**config.mk**
```make
export PLATFORM = sky130hd
export DESIGN_NAME = rr_port_arbiter
export DESIGN_NICKNAME = d
export VERILOG_FILES = /design/src/rtl/rr_port_arbiter.sv
export SDC_FILE = /design/constraint.sdc
export NUM_CORES = 1
export LEC_CHECK = 0
export CORE_ASPECT_RATIO = 0.6
export CORE_UTILIZATION = 40
export CTS_BUF_LIST = sky130_fd_sc_hd__clkbuf_8
export DETAILED_ROUTE_END_ITERATION = 6
export PLACE_DENSITY = 0.75
export SLEW_MARGIN = 20
export SYNTH_ARGS = -nofsm -noshare
export SYNTH_HDL_FRONTEND = slang
export SYNTH_SLANG_ARGS = --single-unit
```
**constraint.sdc**
```tcl
create_clock -name i_clk -period 5.4 [get_ports i_clk]
set_input_delay 1.35 -clock i_clk [delete_from_list [all_inputs] [get_ports i_clk]]
set_output_delay 1.35 -clock i_clk [all_outputs]
set_load 0.03 [all_outputs]
```
**src/rtl/rr_port_arbiter.sv**
```systemverilog
// Round-robin port arbiter: grants one requester at a time, forwards the owner's
// beats, and bounds each ownership to MAX_HOLD cycles with an idle gap between owners.
module rr_port_arbiter #(
  parameter int N_REQ    = 4,
  parameter int DATA_W   = 8,
  parameter int MAX_HOLD = 8
) (
  input  logic                      i_clk,
  input  logic                      i_arst,
  input  logic [N_REQ-1:0]          i_req,
  input  logic [N_REQ-1:0]          i_last,
  input  logic [N_REQ*DATA_W-1:0]   i_data,
  output logic [N_REQ-1:0]          o_gnt,
  output logic [$clog2(N_REQ)-1:0]  o_owner,
  output logic                      o_busy,
  output logic                      o_valid,
  output logic [DATA_W-1:0]         o_data,
  output logic                      o_timeout
);

  localparam int IDX_W  = $clog2(N_REQ);
  localparam int HOLD_W = $clog2(MAX_HOLD + 1);

  generate
    if (N_REQ < 2 || N_REQ > 16) begin : g_bad_n_req
      $error("rr_port_arbiter: N_REQ must be in 2..16");
    end
    if (MAX_HOLD < 1 || MAX_HOLD > 255) begin : g_bad_max_hold
      $error("rr_port_arbiter: MAX_HOLD must be in 1..255");
    end
  endgenerate

  typedef enum logic {IDLE, OWN} state_t;

  state_t              state_p1;
  logic [IDX_W-1:0]    ptr_p1;
  logic [IDX_W-1:0]    owner_p1;
  logic [HOLD_W-1:0]   hold_cnt_p1;
  logic [N_REQ-1:0]    gnt_p1;
  logic                vld_p1;
  logic [DATA_W-1:0]   data_p1;
  logic                timeout_p1;

  logic [IDX_W-1:0]    pick;
  logic                owner_req;
  logic                owner_rel;
  logic                hit_max;
  logic                own_exit;
  logic [DATA_W-1:0]   owner_data;

  function automatic logic [IDX_W-1:0] wrap_inc(input logic [IDX_W-1:0] idx);
    if (int'(idx) == N_REQ - 1) return '0;
    return idx + 1'b1;
  endfunction

  // Scan from ptr upward; iterating from the far end lets the nearest hit win.
  always_comb begin
    int s;
    pick = ptr_p1;
    s    = 0;
    for (int i = N_REQ - 1; i >= 0; i--) begin
      s = int'(ptr_p1) + i;
      if (s >= N_REQ) s = s - N_REQ;
      if (i_req[s]) pick = IDX_W'(s);
    end
  end

  always_comb begin
    owner_req  = i_req[owner_p1];
    owner_rel  = owner_req && i_last[owner_p1];
    hit_max    = (hold_cnt_p1 == HOLD_W'(MAX_HOLD - 1));
    own_exit   = !owner_req || owner_rel || hit_max;
    owner_data = i_data[int'(owner_p1)*DATA_W +: DATA_W];
  end

  // Stage p1: arbitration state and registered outputs
  always_ff @(posedge i_clk or posedge i_arst) begin
    if (i_arst) begin
      state_p1    <= IDLE;
      ptr_p1      <= '0;
      owner_p1    <= '0;
      hold_cnt_p1 <= '0;
      gnt_p1      <= '0;
      vld_p1      <= 1'b0;
      data_p1     <= '0;
      timeout_p1  <= 1'b0;
    end else begin
      vld_p1     <= 1'b0;
      timeout_p1 <= 1'b0;
      case (state_p1)
        IDLE: begin
          if (|i_req) begin
            state_p1    <= OWN;
            gnt_p1      <= {{(N_REQ-1){1'b0}}, 1'b1} << pick;
            owner_p1    <= pick;
            hold_cnt_p1 <= '0;
            ptr_p1      <= wrap_inc(pick);
          end
        end
        OWN: begin
          if (owner_req) begin
            vld_p1  <= 1'b1;
            data_p1 <= owner_data;
          end
          if (hold_cnt_p1 != HOLD_W'(MAX_HOLD)) hold_cnt_p1 <= hold_cnt_p1 + 1'b1;
          // A last beat landing on the hold limit is a normal release, not a timeout.
          if (own_exit) begin
            state_p1   <= IDLE;
            gnt_p1     <= '0;
            timeout_p1 <= hit_max && !owner_rel;
          end
        end
        default: state_p1 <= IDLE;
      endcase
    end
  end

  assign o_gnt     = gnt_p1;
  assign o_owner   = owner_p1;
  assign o_busy    = |gnt_p1;
  assign o_valid   = vld_p1;
  assign o_data    = data_p1;
  assign o_timeout = timeout_p1;

endmodule

```
Word-level counts from Yosys, hierarchy flattened
Cells that the tools add are included.

Register bits after elaboration: 23. Input port bits: 42. Output and inout port bits: 17.

Add/sub/neg operators: 9. Magnitude comparators: 9. Equality and inequality tests: 6. Shifts and indexed selects: 2. Mux-type cells: 42. Bitwise logic cells: 1. Reductions and logical operators: 12.

Operators by type and width (count): $lt A32 B4 Y1 const B (4); $mux W32 (4); $shiftx A32 B6 Y8 (1); $mux W1 (19); $mux W4 (4); $pmux W4 S2 (2); $bmux W1 S2 (6); $mux W2 (6); $sub A3 B3 Y4 const B (3); $ge A3 B3 Y1 const B (3); $reduce_and A2 Y1 (4); $reduce_or A4 Y1 (2); $add A2 B2 Y3 const B (2); $add A4 B1 Y4 const B (1); $eq A4 B3 Y1 const B (1); $ne A2 B1 Y1 const B (2); $ne A4 B4 Y1 const B (1); $shl A1 B2 Y4 const A (1); $sub A2 B3 Y4 const B (1); $add A2 B1 Y3 const B (1); $ge A2 B3 Y1 const B (1); $lt A2 B3 Y1 const B (1); $add A2 B1 Y2 const B (1); $eq A2 B1 Y1 const B (1); 6 further kinds (9).

Longest topological paths before layout
Gate-level depths: netlist of run 1.

Depth after elaboration: 15. Mapped depth: 7. Mapped depth without buffers: 7.

Worst setup path before layout of run 1
OpenSTA, ideal clock, no wires.

Path kind: input to register. From: input i_req[2]. To: register ptr_p1[1]. Setup time: 0.125 ns. Data arrival time: 2.646 ns. Required time: 5.275 ns. Slack: 2.629 ns. Stages: 5. Buffers on the path: 0. Path through: nor2b_1 a2111oi_0 nor2_1 ha_1 mux2_2.

Cells in the longest elaborated chain, start to end: 12. Elaborated cells between the ends (all ways): 24. Classes of those cells: 1 x add/sub; 1 x eq/ne; 20 x mux; 2 x reduce/logical.

Ends and longest elaborated chain: start, declared (RTL line 10) `input logic [N_REQ-1:0] i_req,`; $bmux W1 S2 (RTL line 64) `if (i_req[s]) pick = IDX_W'(s);`; $mux W1 (not written as such) (2 in series) (RTL line 64); $mux W2 (3 in series) (RTL line 64); $mux W2 (*) (RTL line 64); via pick[1] (RTL line 44) `logic [IDX_W-1:0] pick;`; $eq A2 B1 Y1 (RTL line 52) `if (int'(idx) == N_REQ - 1) return '0;`; $mux W1 (RTL line 52); $mux W1 (RTL line 92) `if (|i_req) begin`; $mux W1 (RTL line 90) `case (state_p1)`; $mux W2 (*) (RTL line 53) `return idx + 1'b1;`; end signal, assigned (RTL line 97) `ptr_p1 <= wrap_inc(pick);`; end, declared (RTL line 36) `logic [IDX_W-1:0] ptr_p1;`.

The timed path passes the listed nets; every way through them passes the cells marked *. The select of a mux whose other input is x is not followed. A chain may end at the register's enable or synchronous reset.

Worst setup path after layout of run 1
From: input i_req[1]. To: register gnt_p1[3], in the netlist o_gnt[3].

Cells in the longest elaborated chain, start to end: 10. Elaborated cells between the ends (all ways): 29. Classes of those cells: 2 x eq/ne; 1 x shift; 20 x mux; 6 x reduce/logical.

Ends and longest elaborated chain: $bmux W1 S2 (RTL line 64); $mux W1 (not written as such) (2 in series) (RTL line 64); $mux W2 (3 in series) (RTL line 64); $mux W2 (*) (RTL line 64); via pick[1] (RTL line 44); $shl A1 B2 Y4 (*) (RTL line 94) `gnt_p1 <= {{(N_REQ-1){1'b0}}, 1'b1} << pick;`; $mux W4 (*) (RTL line 92); $pmux W4 S2 (*) (RTL line 90); end signal, assigned (RTL line 94); end, declared (RTL line 39) `logic [N_REQ-1:0] gnt_p1;`.

Marks and branches as above.

==> flow_summary.toml, run 1 <==
[sta]
fin_crit_sh_pct = 62.33
finalSetupViolCount = 0
final_period_minus_worst_setup_slack_ns = 3.366
grt_setup_unrepaired = "no"
hold_violation_total_from_the_final_report = 0
finalHoldWorstSlack_ns = 0.5120
timing.slew.headroom_pct = 40.17
max_slew.worst_pin.slew_ns = 0.8964
drv_slew = 0
final.setup.tns_ns = 0
max_freq_mhz = 297.1
worst_clock_skew_ns = 0.003648

[cells_and_area]
final_util_pct = 63.06
post_route_cells_drive_above_1_share_pct = 11.86
num_antenna_cells = 0
finish.net_count = 226
flow.area_growth_from_synthesis_pct = 45.49
stdcell_area_sq_um = 2121
fin_cells = 222

[power]
powerDensity_nw_per_um2 = 517.7
pwr-share-clk_pct = 9.8
power_share_of_the_combinational_group_pct = 57.1
leakagePower_uw = 0.0008648
power.internal_uw = 619.8
power_frac_seq_pct = 33.1
max-vdd-ir-drop_mv = 0.2654
p_sw_share_pct = 43.55
net-switching-power_uw = 478.1

[yosys]
postSynthCellCount = 119
synth-edff-count = 0
synth.top_cells.by_count = "dfrtp_1, mux2_2, mux4_1, nand3_1, mux2i_1"
ys.flop_type = "dfrtp_1"
synth_seq_cells = 23
synth.cell_area_sq_um = 1458
yosysMostFrequentCell = "dfrtp_1"
synthDominantAreaCellType = "dfrtp_1"
main_area_contributors_after_synthesis = "dfrtp_1, mux4_1, mux2_2, ha_1, mux2i_1"
yosysUniqueCellTypes = 39
register_area_share_after_synthesis_pct = 39.48
syn-mean-instance-area_sq_um = 12.25
yosysTopAreaCellShare_pct = 39.48
nets_in_the_synthesized_netlist = 167
synth_async_sr_flop_share_pct = 100.0
synth-warning-count = 0

[detailed_routing]
wirelength_microns = 4012
post-route-drc-count = 0
detailed_routing_iteration_count_for_the_pre_antenna_repair_pass = 4
via_count = 1241
viasPerCell = 5.590
iteration_0_drc_count_of_the_detailed_router = 127
wire_per_inst_microns = 18.07
antenna_left = 0

[global_routing]
track_usage_pct = 22.13
grt_pass1_wl_microns = 6479
grt_pass1_vias = 1287
maximum_number_of_pins_on_one_net_before_global_route_repair = 24
global_route.overflow_total = 0
antenna_violations_before_repair = 0

[placement]
dp.cells = 218
io_buffer_count = 58
gp_congestion = 0.9202
postPlaceCellArea_sq_um = 2074
dpl.hpwl_microns = 3068

[worst_hold_path]
hold_class = "flip-flop to flip-flop"

[cts]
clkLatencyLatePin_ns = 0.26
htree_levels = 1
cts_tree = "done"
number_of_buffers_inserted_during_clock_tree_synthesis = 3
cts_hold_buf = 0
clock-root-buffer = "clkbuf_8"
max-clock-path-buffers = 2
numClockSinks = 23
clk_transition_reported_paths_ns = 0.08
postCtsSetupRepairBufs = 0
cts-resized-gates = 0

[status]
status = "finished clean"

[worst_setup_path]
startpoint_type = "input port"
critical_path_required_ns = 5.55
worstPathMaxFanout = 7
arrival_time_at_the_worst_endpoint_ns = 3.52
timing.setup.critical_path_class = "input port to flip-flop"
worst_setup_path_end_kind = "flip-flop"

[floorplan]
floorplan.core_area_sq_um = 3363
initial_core_util_pct = 43.34
num_rows = 16
io_pins = 59
die-area_sq_um = 3897
die_w_microns = 79.93
die_height_microns = 48.76

[flow_run]
cap_violations = 0
## metrics by stage
| stage | total power (uW) | worst slack (ns) |
|---|---|---|
| after floorplan | 755.3 | 2.629 |
| after detailed placement | 992.1 | 1.773 |
| after CTS | 1103 | 2.064 |
| final | 1098 | 2.034 |
| after global placement | 963.7 | 1.960 |
| after global routing | 1168 | 1.924 |
## per-layer routing
| metal | share of wire [%] | track usage, % |
|---|---|---|
| met1 | 44 | 27.62 |
| met2 | 50 | 40.88 |
| met3 | 5.0 | 4.340 |
| met4 | 0.62 | 2.083 |
| met5 | 0 | 0 |
## power groups by stage
| stage | Clock, uW | Sequential (uW) | Combinational (uW) |
|---|---|---|---|
| floorplan | 0 | 413 | 343 |
| global placement | 0 | 355 | 609 |
| detailed placement | 0 | 366 | 627 |
| CTS | 111 | 362 | 630 |
| global route | 120 | 378 | 670 |
| finish | 107 | 364 | 627 |
## state kept, by name (all words and copies together) (netlist names)
register / count
ptr_p1: 2
o_valid: 1
o_timeout: 1
o_gnt: 4
hold_cnt_p1: 4
o_data: 8
state_p1: 1
o_owner: 2
## cell type report
type,instances,area [sq um]
Clock inverter,1,5.005
Timing Repair Buffer,59,588.1
Inverter,6,22.52
Fill cell,267,1242
Clock buffer,3,41.29
Multi-Input combinational cell,85,832.0
Sequential cell,23,575.6
Tap cell,45,56.30
## kinds of logic after synthesis
group	Yosys count	synth area share, %
compound gates	22	9.958
fa+ha+maj	6	5.150
buf+inv	11	3.433
flops	23	39.48
mux	26	29.27
simple gates	31	12.71
## worst max-delay path: stages
cell	delay (ns)
clkdlybuf4s50_1	0.60
nor2_1	0.07
a2111oi_0	0.72
nor2_1	0.17
ha_1	0.22
nor2b_1	0.13
mux2i_1	0.18
o21ai_2	0.07
## placed cells by master (no fill, tap or decap), types with 2 or more instances in the layout
master	instances
mux2i_1	7
nand3_1	8
nand2b_1	2
clkbuf_8	3
ha_1	6
o21ai_2	2
mux2_2	9
o22ai_1	3
mux4_2	2
o21ai_0	5
clkdlybuf4s50_1	58
a21oi_1	5
nor2_1	3
inv_1	6
dfrtp_1	23
nor2b_1	4
mux4_1	8
## path summary, 6_finish.rpt
kind	startpoint	end	slack, ns	cells after the start
max	i_req[1]	o_gnt[3]	2.03	8
min	o_data[1]	o_data[1]	0.51	1
max reg2reg	o_owner[0]	o_data[5]	3.20	3
min reg2reg	o_data[1]	o_data[1]	0.51	1
max in group asynchronous	i_arst	o_data[5]	3.27	2
min in group asynchronous	i_arst	o_valid	1.58	2
(Power assumes the default switching activity.)
==> inputs of run 2 (changes only) <==
--- a/config.mk
+++ b/config.mk
@@ -9,7 +9,7 @@
 export CORE_UTILIZATION = 40
 export CTS_BUF_LIST = sky130_fd_sc_hd__clkbuf_8
 export DETAILED_ROUTE_END_ITERATION = 6
-export PLACE_DENSITY = 0.75
+export PLACE_DENSITY = 0.78
 export SLEW_MARGIN = 20
 export SYNTH_ARGS = -nofsm -noshare
 export SYNTH_HDL_FRONTEND = slang
==> constraint.sdc (replaced) <==
create_clock -name i_clk -period 3.03 [get_ports i_clk]
set_input_delay 0.7575 -clock i_clk [delete_from_list [all_inputs] [get_ports i_clk]]
set_output_delay 0.7575 -clock i_clk [all_outputs]
set_load 0.03 [all_outputs]
==> run 2 against run 1 <==
Power up 80%. Register-to-register slack worse by 2.2 ns. Worst setup slack got worse by 1.6 ns. Worst hold slack got worse by 0.0058 ns. Via count rose by 0.97%. Core utilization grew 0.63 points. Flip-flop and latch count unchanged.
==> flow_summary.toml, run 2 (synthesized netlist as in run 1, its figures left out) <==
[global_routing]
grt_pass1_vias = 1304
global_route.overflow_total = 0
grt_pass1_wl_microns = 6561
maximum_number_of_pins_on_one_net_before_global_route_repair = 24
antenna_violations_before_repair = 0
track_usage_pct = 22.88

[floorplan]
floorplan.core_area_sq_um = 3363
die_w_microns = 79.93
io_pins = 59
die-area_sq_um = 3897
num_rows = 16
die_height_microns = 48.76
initial_core_util_pct = 43.34

[cells_and_area]
fin_cells = 225
flow.area_growth_from_synthesis_pct = 46.95
largest_register_ff_count = 8
layout.cells.most_common = "clkdlybuf4s50_1"
most-common-layout-cells = "clkdlybuf4s50_1, dfrtp_1, mux2_2"
stdcell_area_sq_um = 2142
post_route_cells_drive_above_1_share_pct = 12.78
final_util_pct = 63.69
num_antenna_cells = 0
finish.net_count = 229

[worst_hold_path]
hold_class = "flip-flop to flip-flop"

[placement]
gp_congestion = 0.8822
postPlaceCellArea_sq_um = 2097
io_buffer_count = 58
dp.cells = 221
dpl.hpwl_microns = 3162

[sta]
drv_slew = 0
finalSetupViolCount = 0
final_period_minus_worst_setup_slack_ns = 2.580
max_freq_mhz = 387.6
worst_clock_skew_ns = 0.002874
final.setup.tns_ns = 0
max_slew.worst_pin.slew_ns = 0.8623
hold_violation_total_from_the_final_report = 0
fin_crit_sh_pct = 85.14
grt_setup_unrepaired = "no"
timing.slew.headroom_pct = 42.45

[cts]
clock-root-buffer = "clkbuf_8"
numClockSinks = 23
cts-resized-gates = 0
cts_tree = "done"
number_of_buffers_inserted_during_clock_tree_synthesis = 3
max-clock-path-buffers = 2
clk_transition_reported_paths_ns = 0.08
htree_levels = 1
cts_hold_buf = 0
postCtsSetupRepairBufs = 0
clkLatencyLatePin_ns = 0.27

[power]
leakagePower_uw = 0.0008812
max-vdd-ir-drop_mv = 0.4117
powerDensity_nw_per_um2 = 923.5
design_power_total_uw = 1978

[detailed_routing]
antenna_left = 0
detailed_routing_iteration_count_for_the_pre_antenna_repair_pass = 4
post-route-drc-count = 0
viasPerCell = 5.569
iteration_0_drc_count_of_the_detailed_router = 83
wire_per_inst_microns = 17.74
via_count = 1253
wirelength_microns = 3992

[worst_setup_path]
startpoint_type = "flip-flop"
worst_setup_path_end_kind = "output pin"
r2r-start = "ptr_p1[1]"
timing.reg2reg.setup_slack_ns = 1.03
r2r-end = "o_gnt[3]"
arrival_time_at_the_worst_endpoint_ns = 1.82
reg2regPathDepth = 8
cp-endpoint = "o_busy"
critical_path_required_ns = 2.27
worstPathMaxFanout = 4
startpoint = "o_gnt[3]"
timing.setup.critical_path_class = "flip-flop to output pin"

[status]
status = "finished clean"

[flow_run]
cap_violations = 0
## run 2: report_power, final
group          internal (uW)  total (uW)  switching [uW]
clock                   90.6         188            97.7
sequential               446         590             145
combinational            590        1200             610
total                   1130        1980             852
## run 2: metrics by stage
| step | worst slack [ns] | hold slack, ns |
|---|---|---|
| after floorplan | 0.8516 | 0.4986 |
| after global placement | 0.3621 | 0.4904 |
| after detailed placement | 0.2313 | 0.4917 |
| after CTS | 0.4295 | 0.5096 |
| after global routing | 0.3838 | 0.5248 |
| final | 0.4501 | 0.5061 |
## run 2: layout make-up
type	instances	area [sq um]
clock buffers	3	41.29
clock inverters	1	3.754
fillers	265	1221
inverters	6	22.52
multi-input cells	85	832.0
flip-flops and latches	23	575.6
well taps	45	56.30
repair buffers	62	610.6
## run 2: how the worst min path moves through the flow
stage	from	to	slack [ns]	cells past startpoint
floorplan	hold_cnt_p1[3]	hold_cnt_p1[3]	0.50	1
global placement	o_data[0]	o_data[0]	0.49	1
detailed placement	o_data[4]	o_data[4]	0.49	1
CTS	o_data[4]	o_data[4]	0.51	1
global route	o_data[2]	o_data[2]	0.52	1
finish	o_data[4]	o_data[4]	0.51	1
## run 2: per-layer routing
layer,routed length (microns),vias up,track usage (%)
li1,-,581,-
met1,1772,626,30.22
met2,2013,41,38.03
met3,159,5,4.340
met4,48,0,7.440
met5,0,-,0
## run 2: worst max-delay path, stage by stage (launching register included)
cell and delay [ns]:
dfrtp_1 0.42, or4_1 0.53, clkdlybuf4s50_1 0.61
==> variant 1, RTL diff (flow settings as in run 1) <==
Make the reset (`i_arst`) synchronous in one clocked block.
--- a/src/rtl/rr_port_arbiter.sv
+++ b/src/rtl/rr_port_arbiter.sv
@@ -76,3 +76,3 @@
   // Stage p1: arbitration state and registered outputs
-  always_ff @(posedge i_clk or posedge i_arst) begin
+  always_ff @(posedge i_clk) begin
     if (i_arst) begin
Behaviour: differs if i_arst is asserted again (counterexample within 4 cycles, from zero or initial values and one cycle with i_arst high); with i_arst held inactive, the same outputs for 10 cycles.
==> variant 1 against run 1 <==
  * Worst setup slack better by 0.17 ns
  * Cell area is 3.4% lower
  * Routed wire length is 5.6% lower
  * Synthesized area is 3.9% lower
  * Worst hold slack worse by 0.0044 ns
  * Sequential cell count stayed put
  * Critical path type is now flip-flop to output pin
  * Critical endpoint is now o_owner[0]
  * Largest cell class unchanged
Power is not compared: it rests on default switching activity, and its combinational part moved more than twofold at a synthesized area within 25%.
==> variant 1: results (changes against run 1) <==
Outcome
  • Run status: completed (unchanged)

Cells and area
  • Nets: 246 (was 226)
  • Share of cells above drive strength 1: 8.12% (was 11.9%)
  • Max reg flops: 8 (unchanged)
  • ANT cells: 0 (unchanged)

Clock network
  • Postcts setup bufs: 0 (unchanged)
  • Root Buffer: clkbuf_8 (unchanged)
  • Post_cts resized: 0 (unchanged)
  • CTS Buf Count: 3 (unchanged)
  • H-tree Lvls: 1 (unchanged)
  • Insertion delay to the later sink of the worst-skew pair: 0.26 ns (about the same)

Place
  • Hpwl dp: 3040 um (was 3070 um)
  • Gpl congestion: 0.877 (was 0.920)

Worst hold path
  • Min-Delay Path Class: flip-flop to flip-flop (unchanged)
  • Hold path depth: 2 (was 1)

Yosys
  • Ys Warns: 0 (unchanged)
  • Post-Syn Nets: 191 (was 167)
  • Compound-Gate Fraction of Synth Area: 11.1% (was 9.96%)
  • Post-Synth Adder-Cell Area: 5.36% (was 5.15%)
  • Post-Synth XOR/XNOR Area: 0% (unchanged)
  • Asr flop ratio synth: 0% (was 100%)
  • Synth unique cells: 32 (was 39)
  • Synth area leaders: dfxtp_1 33%, mux4_2 14%, mux2i_1 7.9%, ha_1 5.4%, nor2_1 3.8% (was dfrtp_1 39%, mux4_1 14%, mux2_2 7.0%, ha_1 5.2%, mux2i_1 4.8%)
  • Synth top cells by count: 23 x dfxtp_1, 14 x nor2_1, 11 x mux2i_1 (was 23 x dfrtp_1, 9 x mux2_2, 8 x mux4_1, 8 x nand3_1, 7 x mux2i_1)
  • Mux share of post-synthesis cell area: 23.9% (was 29.3%)
  • Post-synthesis sequential area ratio: 32.9% (was 39.5%)

Global route
  • First-pass GRT wire length: 5560 um (was 6480 um)
  • Tot GR Track Use: 20.3% (was 22.1%)
  • Pin count of the biggest net entering global routing: 34 (was 24)
  • Vias in the first global route: 1165 (was 1287)

Timing
  • # setup viols final: 0 (unchanged)
  • Clock Skew: 0.00342 ns (was 0.00365 ns)
  • Relative slew slack: 31.5% (was 40.2%)

Setup path
  • WP data arrival: 1.85 ns (was 3.52 ns)
  • Critical Path Slowest Stage Cell: clkdlybuf4s50_1 (was a2111oi_0)
  • Delay-heaviest family, CP: buffers and inverters (was compound AO/OA/AOI/OAI gates)
  • CP Max Fanout: 13 (was 7)
  • R2r worst-path depth: 4 (was 3)
  • Maximum cell stage delay along the critical path: 0.80 ns (was 0.72 ns)

Detailed routing
  • Pre-antenna DRT Iters: 4 (unchanged)
  • WL per Instance: 15.6 um (was 18.1 um)
  • DR iter-0 viols: 62 (was 127)
  • Vias per cell: 5.51 (was 5.59)

Pwr
  • VDD IR max: 0.000145 V
  • Pleak: 0.803 nW
==> variant 1: final cells by class <==
cell class / instances / area, um^2
Clock inverter: 1 / 5.00
Clock buffer: 3 / 41.3
Timing Repair Buffer: 58 / 581
Fill cell: 269 / 1250
Multi-Input combinational cell: 104 / 875
Sequential cell: 23 / 460
Tap cell: 45 / 56.3
Inverter: 8 / 30.0
==> variant 1: logic make-up after synthesis <==
kind of cell	Yosys count
buffers and inverters	16
AND/OR/NAND/NOR	54
AO/OA/AOI/OAI	22
multiplexers	22
flip-flops	23
adder cells (fa/ha/maj)	6
==> variant 1: layer usage <==
layer	global-route usage, %	routed length, um	vias to the layer above
li1	-	-	640
met1	26.9	1710	643
met2	32.3	1820	40
met3	5.52	182	10
met4	8.15	76	0
met5	0	0	-
==> variant 1: path summary, 6_finish.rpt <==
check	from	end	slack (ns)
min reg2reg	o_data[0]	o_data[0]	0.51
min	o_data[0]	o_data[0]	0.51
max reg2reg	o_owner[0]	o_data[4]	3.34
max	o_owner[0]	o_owner[0]	2.20
==> variant 1: through the flow <==
stage	cell area, um^2	std cells	setup slack (ns)	hold slack, ns
2_1_floorplan	1400	143	2.88	0.474
3_3_place_gp	2000	238	2.19	0.477
3_5_place_dp	2000	238	2.10	0.487
4_1_cts	2050	242	2.13	0.507
5_1_grt	2050	242	2.04	0.528
6_report	2050	242	2.20	0.508
==> variant 1: where the power goes <==
part	total (mW)	switching, mW	internal (mW)	leakage [nW]
Sequential	0.218	0.0301	0.188	0.188
Clock	0.107	0.0550	0.0515	0.0255
Combinational	0.208	0.0992	0.109	0.590
==> variant 1: tightest hold or removal path, stage by stage, from the launching register on <==
cell and delay (ns):
dfxtp_1 0.33, mux2i_1 0.07, nor2_1 0.07
==> variant 2, RTL diff (config.mk and constraints of run 1) <==
Without the edit above. The parameter `MAX_HOLD` goes from 8 to 16.
--- a/src/rtl/rr_port_arbiter.sv
+++ b/src/rtl/rr_port_arbiter.sv
@@ -5,3 +5,3 @@
   parameter int DATA_W   = 8,
-  parameter int MAX_HOLD = 8
+  parameter int MAX_HOLD = 16
 ) (
Function: changed (Yosys sat finds a counterexample within 10 cycles, from zero or initial values and one cycle with i_arst high).
==> variant 2 against run 1 <==
  * Routed wire length is 5.4% lower
  * Utilization is 0.45 points lower
  * Worst setup slack better by 0.14 ns
  * Synthesized area is 2.8% lower
  * Cell count decreased by 2.7%
  * Sequential cell count up 1
  * Register-to-register slack better by 0.07 ns
  * Cell area fell by 1.9%
  * Power is 4.7% higher
  * Via count is 7.8% lower
  * Clock skew shrank 0.0019 ns
  * Fmax increased by 4.2%
  * Critical path type is now flip-flop to output pin
==> variant 2: results (changes against run 1) <==
Timing
  • Slew @ Worst Pin: 0.903 ns (was 0.896 ns)
  • Max Freq: 0.310 GHz (was 0.297 GHz)
  • Clock Skew: 0.00172 ns (was 0.00365 ns)
  • Hold_ws: 0.515 ns (was 0.512 ns)

Setup path
  • WP data arrival: 1.88 ns (was 3.52 ns)
  • Register-to-register setup slack: 3.27 ns (was 3.20 ns)
  • Critical Path Slowest Stage Cell: dfrtp_1 (was a2111oi_0)
  • Delay-heaviest family, CP: flip-flops (was compound AO/OA/AOI/OAI gates)
  • Maximum cell stage delay along the critical path: 0.81 ns (was 0.72 ns)
  • CP Max Fanout: 12 (was 7)

Global route
  • Pin count of the biggest net entering global routing: 25 (was 24)
  • First-pass GRT wire length: 6110 um (was 6480 um)
  • Initial antenna violation count: 0 (unchanged)
  • Vias in the first global route: 1156 (was 1287)
  • Tot GR Track Use: 22.9% (was 22.1%)

Yosys
  • Post-Syn Nets: 159 (was 167)
  • Synth unique cells: 37 (was 39)
  • Asr flop ratio synth: 100% (unchanged)
  • Synth top cells by count: 24 x dfrtp_1, 10 x mux4_2, 9 x inv_1 (was 23 x dfrtp_1, 9 x mux2_2, 8 x mux4_1, 8 x nand3_1, 7 x mux2i_1)
  • Synth area leaders: dfrtp_1 42%, mux4_2 16%, mux2_4 8.5%, ha_1 3.5%, inv_1 2.4% (was dfrtp_1 39%, mux4_1 14%, mux2_2 7.0%, ha_1 5.2%, mux2i_1 4.8%)
  • Cell count after synthesis: 113 (was 119)
  • Post-synthesis sequential area ratio: 42.4% (was 39.5%)
  • Top FF cell, synth: dfrtp_1 (unchanged)
  • Ys Warns: 0 (unchanged)

Clock network
  • Postcts setup bufs: 0 (unchanged)
  • Reg clk slew, reported paths: 0.08 ns (about the same)
  • H-tree Lvls: 1 (unchanged)
  • Root Buffer: clkbuf_8 (unchanged)
  • CTS Buf Count: 3 (unchanged)
  • Insertion delay to the later sink of the worst-skew pair: 0.27 ns

Worst hold path
  • Min-Delay Path Class: flip-flop to flip-flop (unchanged)

Cells and area
  • Nets: 218 (was 226)
  • Fillers: 288 (was 267)
  • Share of cells above drive strength 1: 15.8% (was 11.9%)
  • Max reg flops: 8 (unchanged)

Pwr
  • VDD IR max: 0.000327 V (was 0.000265 V)
  • Pleak: 0.874 nW (was 0.865 nW)
  • Sw frac: 41.5% (was 43.5%)
  • Combinational power: 0.664 mW (was 0.627 mW)
  • Clock power share: 10.6% (was 9.8%)

Detailed routing
  • WL final: 3790 um (was 4010 um)
  • Vias per cell: 5.30 (was 5.59)
  • Pre-antenna DRT Iters: 4 (unchanged)
  • DR iter-0 viols: 82 (was 127)
  • Routed Antenna Nets: 0 (unchanged)
  • Vias: 1144 (was 1241)

Place
  • Hpwl dp: 3000 um (was 3070 um)
  • Gpl congestion: 0.816 (was 0.920)
  • DP Cell Count: 212 (was 218)
  • Buffers on Ports: 58 (unchanged)
  • Setup Slack @ Placement: 2.13 ns (was 1.77 ns)

Outcome
  • Run status: completed (unchanged)
variant 2: changes by cell type after synthesis, sizes merged, moves of 3 or more:
cell | before | now
nand3 | 8 | 3
nand2 | 2 | 6
mux2i | 7 | 2
a21oi | 5 | 2
a22o | 0 | 4
o22ai | 3 | 0
inv | 6 | 9
nor2 | 3 | 6
variant 2: area by class of cell:
type / instances / area, um^2 / area share (%)
clock buffers: 4 / 55.1 / 2.65
inverters: 9 / 33.8 / 1.62
multi-input cells: 76 / 754 / 36.3
flip-flops and latches: 24 / 601 / 28.9
well taps: 45 / 56.3 / 2.71
repair buffers: 58 / 581 / 27.9
variant 2: logic make-up after synthesis:
group | count (synthesis) | synth area share (%)
compound gates | 22 | 11.7
fa+ha+maj | 4 | 3.53
flops | 24 | 42.4
mux | 21 | 26.6
simple gates | 29 | 11.4
buf+inv | 13 | 4.33
variant 2: worst paths after layout:
kind                       startpoint    endpoint  cells past startpoint
max                        o_owner[0]  o_owner[0]                      1
min                         o_data[1]   o_data[1]                      1
max reg2reg                o_owner[1]    o_gnt[0]                      4
min reg2reg                 o_data[1]   o_data[1]                      1
max in group asynchronous      i_arst   o_data[7]                      2
min in group asynchronous      i_arst   o_data[5]                      2
variant 2: through the flow:
| step | power, mW | area, um^2 |
|---|---|---|
| 2_1_floorplan | 0.801 | 1420 |
| 3_3_place_gp | 1.01 | 2030 |
| 3_5_place_dp | 1.03 | 2030 |
| 4_1_cts | 1.16 | 2080 |
| 5_1_grt | 1.23 | 2080 |
| 6_report | 1.15 | 2080 |
variant 2: metal layers:
layer / track usage [%] / wire length, um / vias up
met1: 31.8 / 1750 / 568
met5: 0 / 0 / -
met4: 7.64 / 57 / 0
met2: 36.9 / 1800 / 28
met3: 5.05 / 187 / 7
li1: - / - / 541
